==> src/rtl/lcd_8080_pkg.sv <==
// Shared types and defaults for the 8080-style LCD write master.
// No logic; state encoding, timing defaults and byte-lane selection.
// No flow control of its own.
package lcd_8080_pkg;

  typedef enum logic [2:0] {
    RST_LOW,
    RST_WAIT,
    IDLE,
    SETUP,
    WR_LO,
    WR_HI
  } state_t;

  localparam int DEF_WR_LOW_CYC   = 2;
  localparam int DEF_WR_HIGH_CYC  = 2;
  localparam int DEF_RST_LOW_CYC  = 500;
  localparam int DEF_RST_WAIT_CYC = 6000000;

  // Wide beats go out high byte first.
  function automatic logic [7:0] first_byte(input logic [15:0] data, input logic wide);
    return wide ? data[15:8] : data[7:0];
  endfunction

  function automatic int max4(input int a, input int b, input int c, input int d);
    int m;
    m = a;
    if (b > m) m = b;
    if (c > m) m = c;
    if (d > m) m = d;
    return m;
  endfunction

endpackage

==> src/rtl/lcd_phase_timer.sv <==
// Loadable down-counter; done is high while the count sits at zero.
// Latency: a load of N gives done after N further cycles.
// No backpressure; the owner decides when to reload.
module lcd_phase_timer #(
  parameter int W = 8,
  parameter logic [W-1:0] RST_VAL = '0
) (
  input  logic         clk,
  input  logic         reset,
  input  logic         load,
  input  logic [W-1:0] load_val,
  output logic         done
);

  logic [W-1:0] cnt;

  always_ff @(posedge clk or posedge reset) begin
    if (reset) begin
      cnt <= RST_VAL;
    end else if (load) begin
      cnt <= load_val;
    end else if (cnt != '0) begin
      cnt <= cnt - 1'b1;
    end
  end

  assign done = (cnt == '0);

endmodule

==> src/rtl/lcd_8080_wr_ctrl.sv <==
// Write-only 8080 bus master for the MI-LCD panel plus panel reset sequencer.
// Latency: accept -> 1 setup cycle -> WR_n low/high per byte; streams with no gap.
// Backpressure: s_ready only in IDLE or the last WR_HI cycle with nothing pending.
module lcd_8080_wr_ctrl
  import lcd_8080_pkg::*;
#(
  parameter int WR_LOW_CYC   = DEF_WR_LOW_CYC,
  parameter int WR_HIGH_CYC  = DEF_WR_HIGH_CYC,
  parameter int RST_LOW_CYC  = DEF_RST_LOW_CYC,
  parameter int RST_WAIT_CYC = DEF_RST_WAIT_CYC
) (
  input  logic        clk,
  input  logic        reset,
  input  logic        s_valid,
  output logic        s_ready,
  input  logic [15:0] s_data,
  input  logic        s_rs,
  input  logic        s_wide,
  input  logic        hw_reset_req,
  output logic        init_done,
  output logic        busy,
  output logic        lcd_rest_n,
  output logic        lcd_cs_n,
  output logic        lcd_rs,
  output logic        lcd_wr_n,
  output logic        lcd_rd_n,
  output logic [7:0]  lcd_data
);

  localparam int CW = $clog2(max4(WR_LOW_CYC, WR_HIGH_CYC, RST_LOW_CYC, RST_WAIT_CYC) + 1);
  localparam logic [CW-1:0] WR_LO_LD   = CW'(WR_LOW_CYC - 1);
  localparam logic [CW-1:0] WR_HI_LD   = CW'(WR_HIGH_CYC - 1);
  localparam logic [CW-1:0] RST_LO_LD  = CW'(RST_LOW_CYC - 1);
  localparam logic [CW-1:0] RST_WT_LD  = CW'(RST_WAIT_CYC - 1);

  state_t        state;
  logic          rst_pend;
  logic          second_pend;
  logic [7:0]    lo_byte;
  logic          rst_req;
  logic          accept;
  logic          tmr_load;
  logic [CW-1:0] tmr_val;
  logic          tmr_done;

  // A request arriving this cycle already blocks new beats.
  assign rst_req  = rst_pend | hw_reset_req;
  assign s_ready  = !rst_req &&
                    ((state == IDLE) || (state == WR_HI && tmr_done && !second_pend));
  assign accept   = s_valid && s_ready;
  assign busy     = (state != IDLE);
  assign lcd_rd_n = 1'b1;

  // Timer is preloaded for whichever timed phase the FSM enters next.
  always_comb begin
    tmr_load = 1'b0;
    tmr_val  = WR_LO_LD;
    case (state)
      RST_LOW: begin
        tmr_load = tmr_done;
        tmr_val  = RST_WT_LD;
      end
      IDLE: begin
        tmr_load = 1'b1;
        tmr_val  = RST_LO_LD;
      end
      SETUP:   tmr_load = 1'b1;
      WR_LO: begin
        tmr_load = tmr_done;
        tmr_val  = WR_HI_LD;
      end
      WR_HI:   tmr_load = tmr_done;
      default: ;
    endcase
  end

  lcd_phase_timer #(.W(CW), .RST_VAL(RST_LO_LD)) u_timer (
    .clk      (clk),
    .reset    (reset),
    .load     (tmr_load),
    .load_val (tmr_val),
    .done     (tmr_done)
  );

  always_ff @(posedge clk or posedge reset) begin
    if (reset) begin
      state       <= RST_LOW;
      lcd_rest_n  <= 1'b0;
      lcd_cs_n    <= 1'b1;
      lcd_wr_n    <= 1'b1;
      lcd_rs      <= 1'b0;
      lcd_data    <= 8'h00;
      init_done   <= 1'b0;
      rst_pend    <= 1'b0;
      second_pend <= 1'b0;
      lo_byte     <= 8'h00;
    end else begin
      if (state == RST_LOW || state == RST_WAIT) rst_pend <= 1'b0;
      else if (hw_reset_req)                     rst_pend <= 1'b1;

      case (state)
        RST_LOW: if (tmr_done) begin
          state      <= RST_WAIT;
          lcd_rest_n <= 1'b1;
        end
        RST_WAIT: if (tmr_done) begin
          state     <= IDLE;
          init_done <= 1'b1;
        end
        IDLE: begin
          if (rst_req) begin
            state      <= RST_LOW;
            lcd_rest_n <= 1'b0;
            init_done  <= 1'b0;
            rst_pend   <= 1'b0;
          end else if (accept) begin
            state       <= SETUP;
            lcd_cs_n    <= 1'b0;
            lcd_rs      <= s_rs;
            lcd_data    <= first_byte(s_data, s_wide);
            lo_byte     <= s_data[7:0];
            second_pend <= s_wide;
          end
        end
        SETUP: begin
          state    <= WR_LO;
          lcd_wr_n <= 1'b0;
        end
        WR_LO: if (tmr_done) begin
          state    <= WR_HI;
          lcd_wr_n <= 1'b1;
        end
        WR_HI: if (tmr_done) begin
          if (second_pend) begin
            state       <= WR_LO;
            lcd_wr_n    <= 1'b0;
            lcd_data    <= lo_byte;
            second_pend <= 1'b0;
          end else if (accept) begin
            state       <= WR_LO;
            lcd_wr_n    <= 1'b0;
            lcd_rs      <= s_rs;
            lcd_data    <= first_byte(s_data, s_wide);
            lo_byte     <= s_data[7:0];
            second_pend <= s_wide;
          end else begin
            state    <= IDLE;
            lcd_cs_n <= 1'b1;
          end
        end
        default: state <= RST_LOW;
      endcase
    end
  end

endmodule

==> config.mk <==
export PLATFORM = sky130hd
export DESIGN_NAME = lcd_8080_wr_ctrl
export DESIGN_NICKNAME = d
export VERILOG_FILES = /design/src/rtl/lcd_8080_pkg.sv /design/src/rtl/lcd_phase_timer.sv /design/src/rtl/lcd_8080_wr_ctrl.sv
export SDC_FILE = /design/constraint.sdc
export NUM_CORES = 1
export LEC_CHECK = 0
export ABC_AREA = 0
export CORE_MARGIN = 1
export CORE_UTILIZATION = 29
export DETAILED_ROUTE_END_ITERATION = 12
export HOLD_SLACK_MARGIN = 0.15
export SLEW_MARGIN = 30
export SYNTH_ARGS = -nofsm -noshare
export SYNTH_HDL_FRONTEND = slang
export SYNTH_SLANG_ARGS = --single-unit
==> constraint.sdc <==
create_clock -name clk -period 1.95 [get_ports clk]
set_input_delay 0.195 -clock clk [delete_from_list [all_inputs] [get_ports clk]]
set_output_delay 0.195 -clock clk [all_outputs]
set_load 0.05 [all_outputs]
# Word level (Yosys, flattened, before mapping)
# Cells that the tools add are included.
# W data, S select, Z words.
[totals]
regBits = 49
input_bits = 22
output_inout_bits = 16
elab_cells = 108
[op_classes]
n_addsub = 1
eq_ne = 17
mux = 52
bitwise_logic = 1
n_reduce_logical = 26
[ops]
columns = ["cell", "count"]
rows = [
  ["$mux W8", 9],
  ["$mux W23", 2],
  ["$pmux W23 S2", 1],
  ["$pmux W8 S2", 2],
  ["$mux W3", 8],
  ["$logic_not A23 Y1", 1],
  ["$reduce_bool A23 Y1", 1],
  ["$sub A23 B1 Y23 const B", 1],
  ["$mux W1", 22],
  ["$ne A2 B2 Y1 const B", 9],
  ["$pmux W3 S6", 1],
  ["$pmux W1 S2", 6],
  ["$reduce_and A4 Y1", 3],
  ["$reduce_and A3 Y1", 3],
  ["$reduce_bool A2 Y1", 4],
  ["$eq A3 B2 Y1 const B", 2],
  ["$eq A3 B3 Y1 const B", 2],
  ["$ne A3 B3 Y1 const B", 2],
  ["$reduce_and A6 Y1", 1],
  ["$reduce_and A5 Y1", 1],
  ["$logic_and A1 B1 Y1", 4],
  ["$eq A3 B1 Y1 const B", 1],
  ["$logic_not A3 Y1", 1],
  ["$ne A3 B2 Y1 const B", 1],
  ["other kinds (7)", 9],
]

# Logic depth before layout (Yosys ltp)
[depth]
ltp_word = 10
ltp_mapped = 9
depth_no_buf = 7

# Hierarchy
# Synthesis repeated with hierarchy kept, for this count alone.
[unflattened]
hier_cells = 268
hier_area_um2 = 2732.6
[by_module_without_submodules]
columns = ["mod", "n_inst", "cells_each", "area_per_inst_um2", "seq_area_each_um2"]
rows = [
  ["lcd_phase_timer", 1, 149, 1410.1, 584.3],
  ["lcd_8080_wr_ctrl", 1, 119, 1322.5, 653.1],
]

# Worst setup path before layout
# No wires, ideal clock.
[synth_timing]
path_kind = "register -> output"
start = "register u_timer.cnt[12]"
end = "output s_ready"
arrival_ns = 2.089
path_slack_ns = -0.334
stages_incl_launch_ff = 7
cell_sequence = "dfrtp_1 -> nor4_1 -> nand4_2 -> or2_1 -> buf_6 -> o21ai_4 -> and3_1"
[synth_via]
elab_chain_cells = 5
[synth_rtl]
columns = ["item", "line", "text"]
rows = [
  ["from (decl)", "lcd_phase_timer.sv:15", "logic [W-1:0] cnt;"],
  ["from (signal assigned)", "lcd_phase_timer.sv:21", "cnt <= load_val;"],
  ["from (signal assigned)", "lcd_phase_timer.sv:23", "cnt <= cnt - 1'b1;"],
  ["$logic_not A23 Y1", "lcd_phase_timer.sv:27", "assign done = (cnt == '0);"],
  ["$logic_and A1 B1 Y1 (2 in a row)", "lcd_8080_wr_ctrl.sv:49", "((state == IDLE) || (state == WR_HI && tmr_done && !second_pend));"],
  ["$logic_or A1 B1 Y1", "lcd_8080_wr_ctrl.sv:49", ""],
  ["$logic_and A1 B1 Y1", "lcd_8080_wr_ctrl.sv:48", "assign s_ready = !rst_req &&"],
  ["to (decl)", "lcd_8080_wr_ctrl.sv:15", "output logic s_ready,"],
]
# No other way between the ends.

# Worst setup path in the final report
[layout_timing]
start = "register u_timer.cnt[15]"
end = "output s_ready"
# The elaborated chain is that of the path after synthesis.

==> out/qor.yml <==
status:
  status: "finished with violations"
  violations: "setup timing"
worst_setup_path:
  crit_path_max_incr_delay_ns: 0.41
  critPathRequiredTime_ns: 1.75
  reg2reg_setup_slack_ns: -0.12
  crit_type: "reg2out"
  crit_path_start_kind: "flop"
  timing.rr.start: "u_timer.cnt[15]"
  cp.arrival_ns: 1.98
  rr_worst_depth: 8
  crit_buf_inv: 1
  r2r-end: "lo_byte[1]"
  cp_num_cells: 6
  critical-path-top-delay-family: "simple AND/OR/NAND/NOR gates"
  crit_path_top_delay_cell: "dfrtp_1"
  end_kind: "output port"
  critPathMaxFanout: 2
  cp_cell_sequence: "nor4_4 -> nand4_2 -> or2_4 -> o21ai_4 -> and3_4 -> buf_12"
sta:
  rsz0062_at_grt: "yes"
  fmax_mhz: 459
  slew_violations: 0
  min_period_over_period: 1.12
  relSlewSlack: 0.654
  setup_ws_ns: -0.227
  min_period_ns: 2.18
  setup-violations-final: 27
  hold_viol: 0
  tightest_slew_ns: 0.518
  whs_ns: 0.198
  fin_skew_ns: 0.0186
global_route:
  grt-ovfl-total: 0
  grt_use_total: 0.164
  grt_pass1_vias: 2568
  grt_max_degree: 32
  grt_pass1_wl_um: 12600
  antenna_found_initial: 0
floorplan:
  dieWidth_um: 99.1
  dieHeight_um: 99.1
  core-area_mm2: 0.00920
  initial_core_util: 0.297
  num_io_pins: 38
  rows: 35
  die_area_mm2: 0.00982
cts:
  root_buffer: "clkbuf_8"
  h-tree-depth: 2
  hold_buffers: 0
  tritoncts: "built"
  cts.sinks: 49
  insertion_delay_ns: 0.32
  cts.clk_slew.worst_paths_ns: 0.10
  cts_buffers: 5
  clockBufferDepth: 2
finish:
  drive_gt1_frac: 0.423
  num_antenna_cells: 0
  layout.cells.non_filler: 480
  final_net_count: 392
  area_growth_pct: 51.8
synthesis:
  synth.ff_latch_count: 49
  yosys.area_share.adder: 0.00915
  synthArstFlopShare: 1.00
  synth-warning-count: 0
  postSynthCellCount: 271
  ys.flop_type: "dfrtp_1"
  synthSimpleGateAreaFrac: 0.183
  synth_edf_count: 0
  ys_types: 55
  syn-num-nets: 295
  synth-compound-area-share: 0.185
  seq_area_frac_synth: 0.453
  synth.area.mux_share: 0.0773
  syn-cell-area_mm2: 0.00273
  synth-xor-area-share: 0.0577
  avgSynthCellArea_um2: 10.1
  synth_top_family_by_area: "compound AO/OA/AOI/OAI gates"
route:
  post_drt_wl_per_cell_um: 15.7
  vias: 2469
  drc: 0
  first_pass_iters: 4
  routed_wl_um: 7560
  antenna_left: 0
  avgViaCountPerCell: 5.14
  drt-initial-drc-count: 156
placement:
  dp_slack_ns: -0.154
  dp_cells: 461
  gp_congestion: 0.825
  io_buffers: 36
  hpwl_um: 5210
power:
  irDropWorstVdd_mv: 0.295
  p_per_area_mw_per_mm2: 819
  fin_total_pwr_mw: 3.40
  power_leakage_nw: 1.71
min_path:
  worstHoldPathType: "in2async"
job:
  drv_cap: 0
==> metal layers <==
metal  vias up  part of all wire  global-route usage
met5         -                 0                   0
met2        61              0.48               0.271
met3         9             0.040              0.0337
met1      1205              0.47               0.218
met4         0            0.0094              0.0475
li1       1194                 -                   -
==> cells in the mapped netlist, types with 3 or more instances <==
cell,n,area share
nor3_1,10,0.018
a2bb2oi_1,7,0.022
dfrtp_1,40,0.37
o21ai_0,26,0.048
nand2_1,14,0.019
nor3b_1,3,0.0082
or3_1,5,0.011
a21oi_1,10,0.018
inv_1,8,0.011
dfstp_2,9,0.087
nor4_1,5,0.011
clkbuf_1,8,0.011
mux2_2,17,0.070
xnor2_1,8,0.026
nand3_1,8,0.015
xor2_1,10,0.032
o22ai_1,10,0.023
o211ai_1,5,0.014
nor2_1,22,0.030
==> where the power goes <==
part	internal [mW]	switching [mW]	leakage [nW]
sequential	1.24	0.176	0.605
combinational	0.626	0.595	1.05
clock	0.386	0.374	0.0554
total	2.26	1.14	1.71
==> cell families after synthesis <==
kind of cell	count (synthesis)
simple gates	87
compound gates	74
flops	49
buf+inv	21
mux	19
xor+xnor	18
fa+ha+maj	2
other cells	1
==> worst max path at each step <==
stage                           end  slack (ns)            start
global placement    u_timer.cnt[10]       -0.14   u_timer.cnt[3]
global route                s_ready       -0.30   u_timer.cnt[3]
CTS                         s_ready       -0.24  u_timer.cnt[19]
finish                      s_ready       -0.23  u_timer.cnt[15]
detailed placement  u_timer.cnt[10]       -0.15   u_timer.cnt[3]
floorplan                   s_ready       -0.14   u_timer.cnt[3]
==> placed cells by master, fill, tap and decap left out, types with 4 or more instances in the layout <==
cell	instances
buf_4	54
dfrtp_1	40
clkdlybuf4s50_1	34
nor2_1	18
mux2_2	17
o21ai_0	14
nand2_1	11
xor2_1	10
a21oi_1	9
o22ai_1	9
dfstp_2	9
nor3_1	8
a2bb2oi_2	8
o21ai_1	8
buf_6	8
nand3_1	6
xnor2_1	6
inv_1	5
o211ai_1	5
clkbuf_8	5
nor4_4	4
o21ai_2	4
nor4_1	4
or3_1	4
buf_12	4
==> flip-flops by register name, summed over array words and instances (netlist names) <==
register	flops
lcd_wr_n	1
rst_pend	1
second_pend	1
init_done	1
lcd_data	8
lcd_rs	1
state	3
lo_byte	8
lcd_rest_n	1
u_timer.cnt	23
lcd_cs_n	1
==> stage by stage <==
step / util / setup TNS [ns] / cell area, µm²
2_1_floorplan: - / -0.139 / 2760
6_report: 0.451 / -2.02 / 4150
4_1_cts: 0.431 / -2.09 / 3970
3_5_place_dp: 0.396 / -2.01 / 3640
3_3_place_gp: 0.396 / -0.827 / 3640
5_1_grt: 0.451 / -4.54 / 4150
==> area by class of cell <==
| type | count | area [µm²] |
|---|---|---|
| Clock inverter | 2 | 38.8 |
| Inverter | 8 | 30.0 |
| Timing Repair Buffer | 103 | 983 |
| Fill cell | 847 | 5050 |
| Multi-Input combinational cell | 201 | 1650 |
| Sequential cell | 49 | 1240 |
| Tap cell | 111 | 139 |
| Clock buffer | 6 | 72.6 |
==> repair_timing <==
action | 4_1_cts | 5_1_grt
gates cloned | 1 | 1
pin swaps | 8 | 12
resized for setup | 29 | 45
hold endpoints to repair | 0 | 0
setup buffers | 7 | 5
endpoints found under the setup margin | 37 | 46
==> worst reg2reg max path, delay by kind of cell (launching register included) <==
kind                   cells  cell delay (ns)
buffers and inverters      3             0.50
muxes                      1             0.26
DFF                        1             0.41
and+or+nand+nor            3             0.68
AOI/OAI and AO/OA          1             0.08
Note: power is estimated with default switching activity, not from simulation.
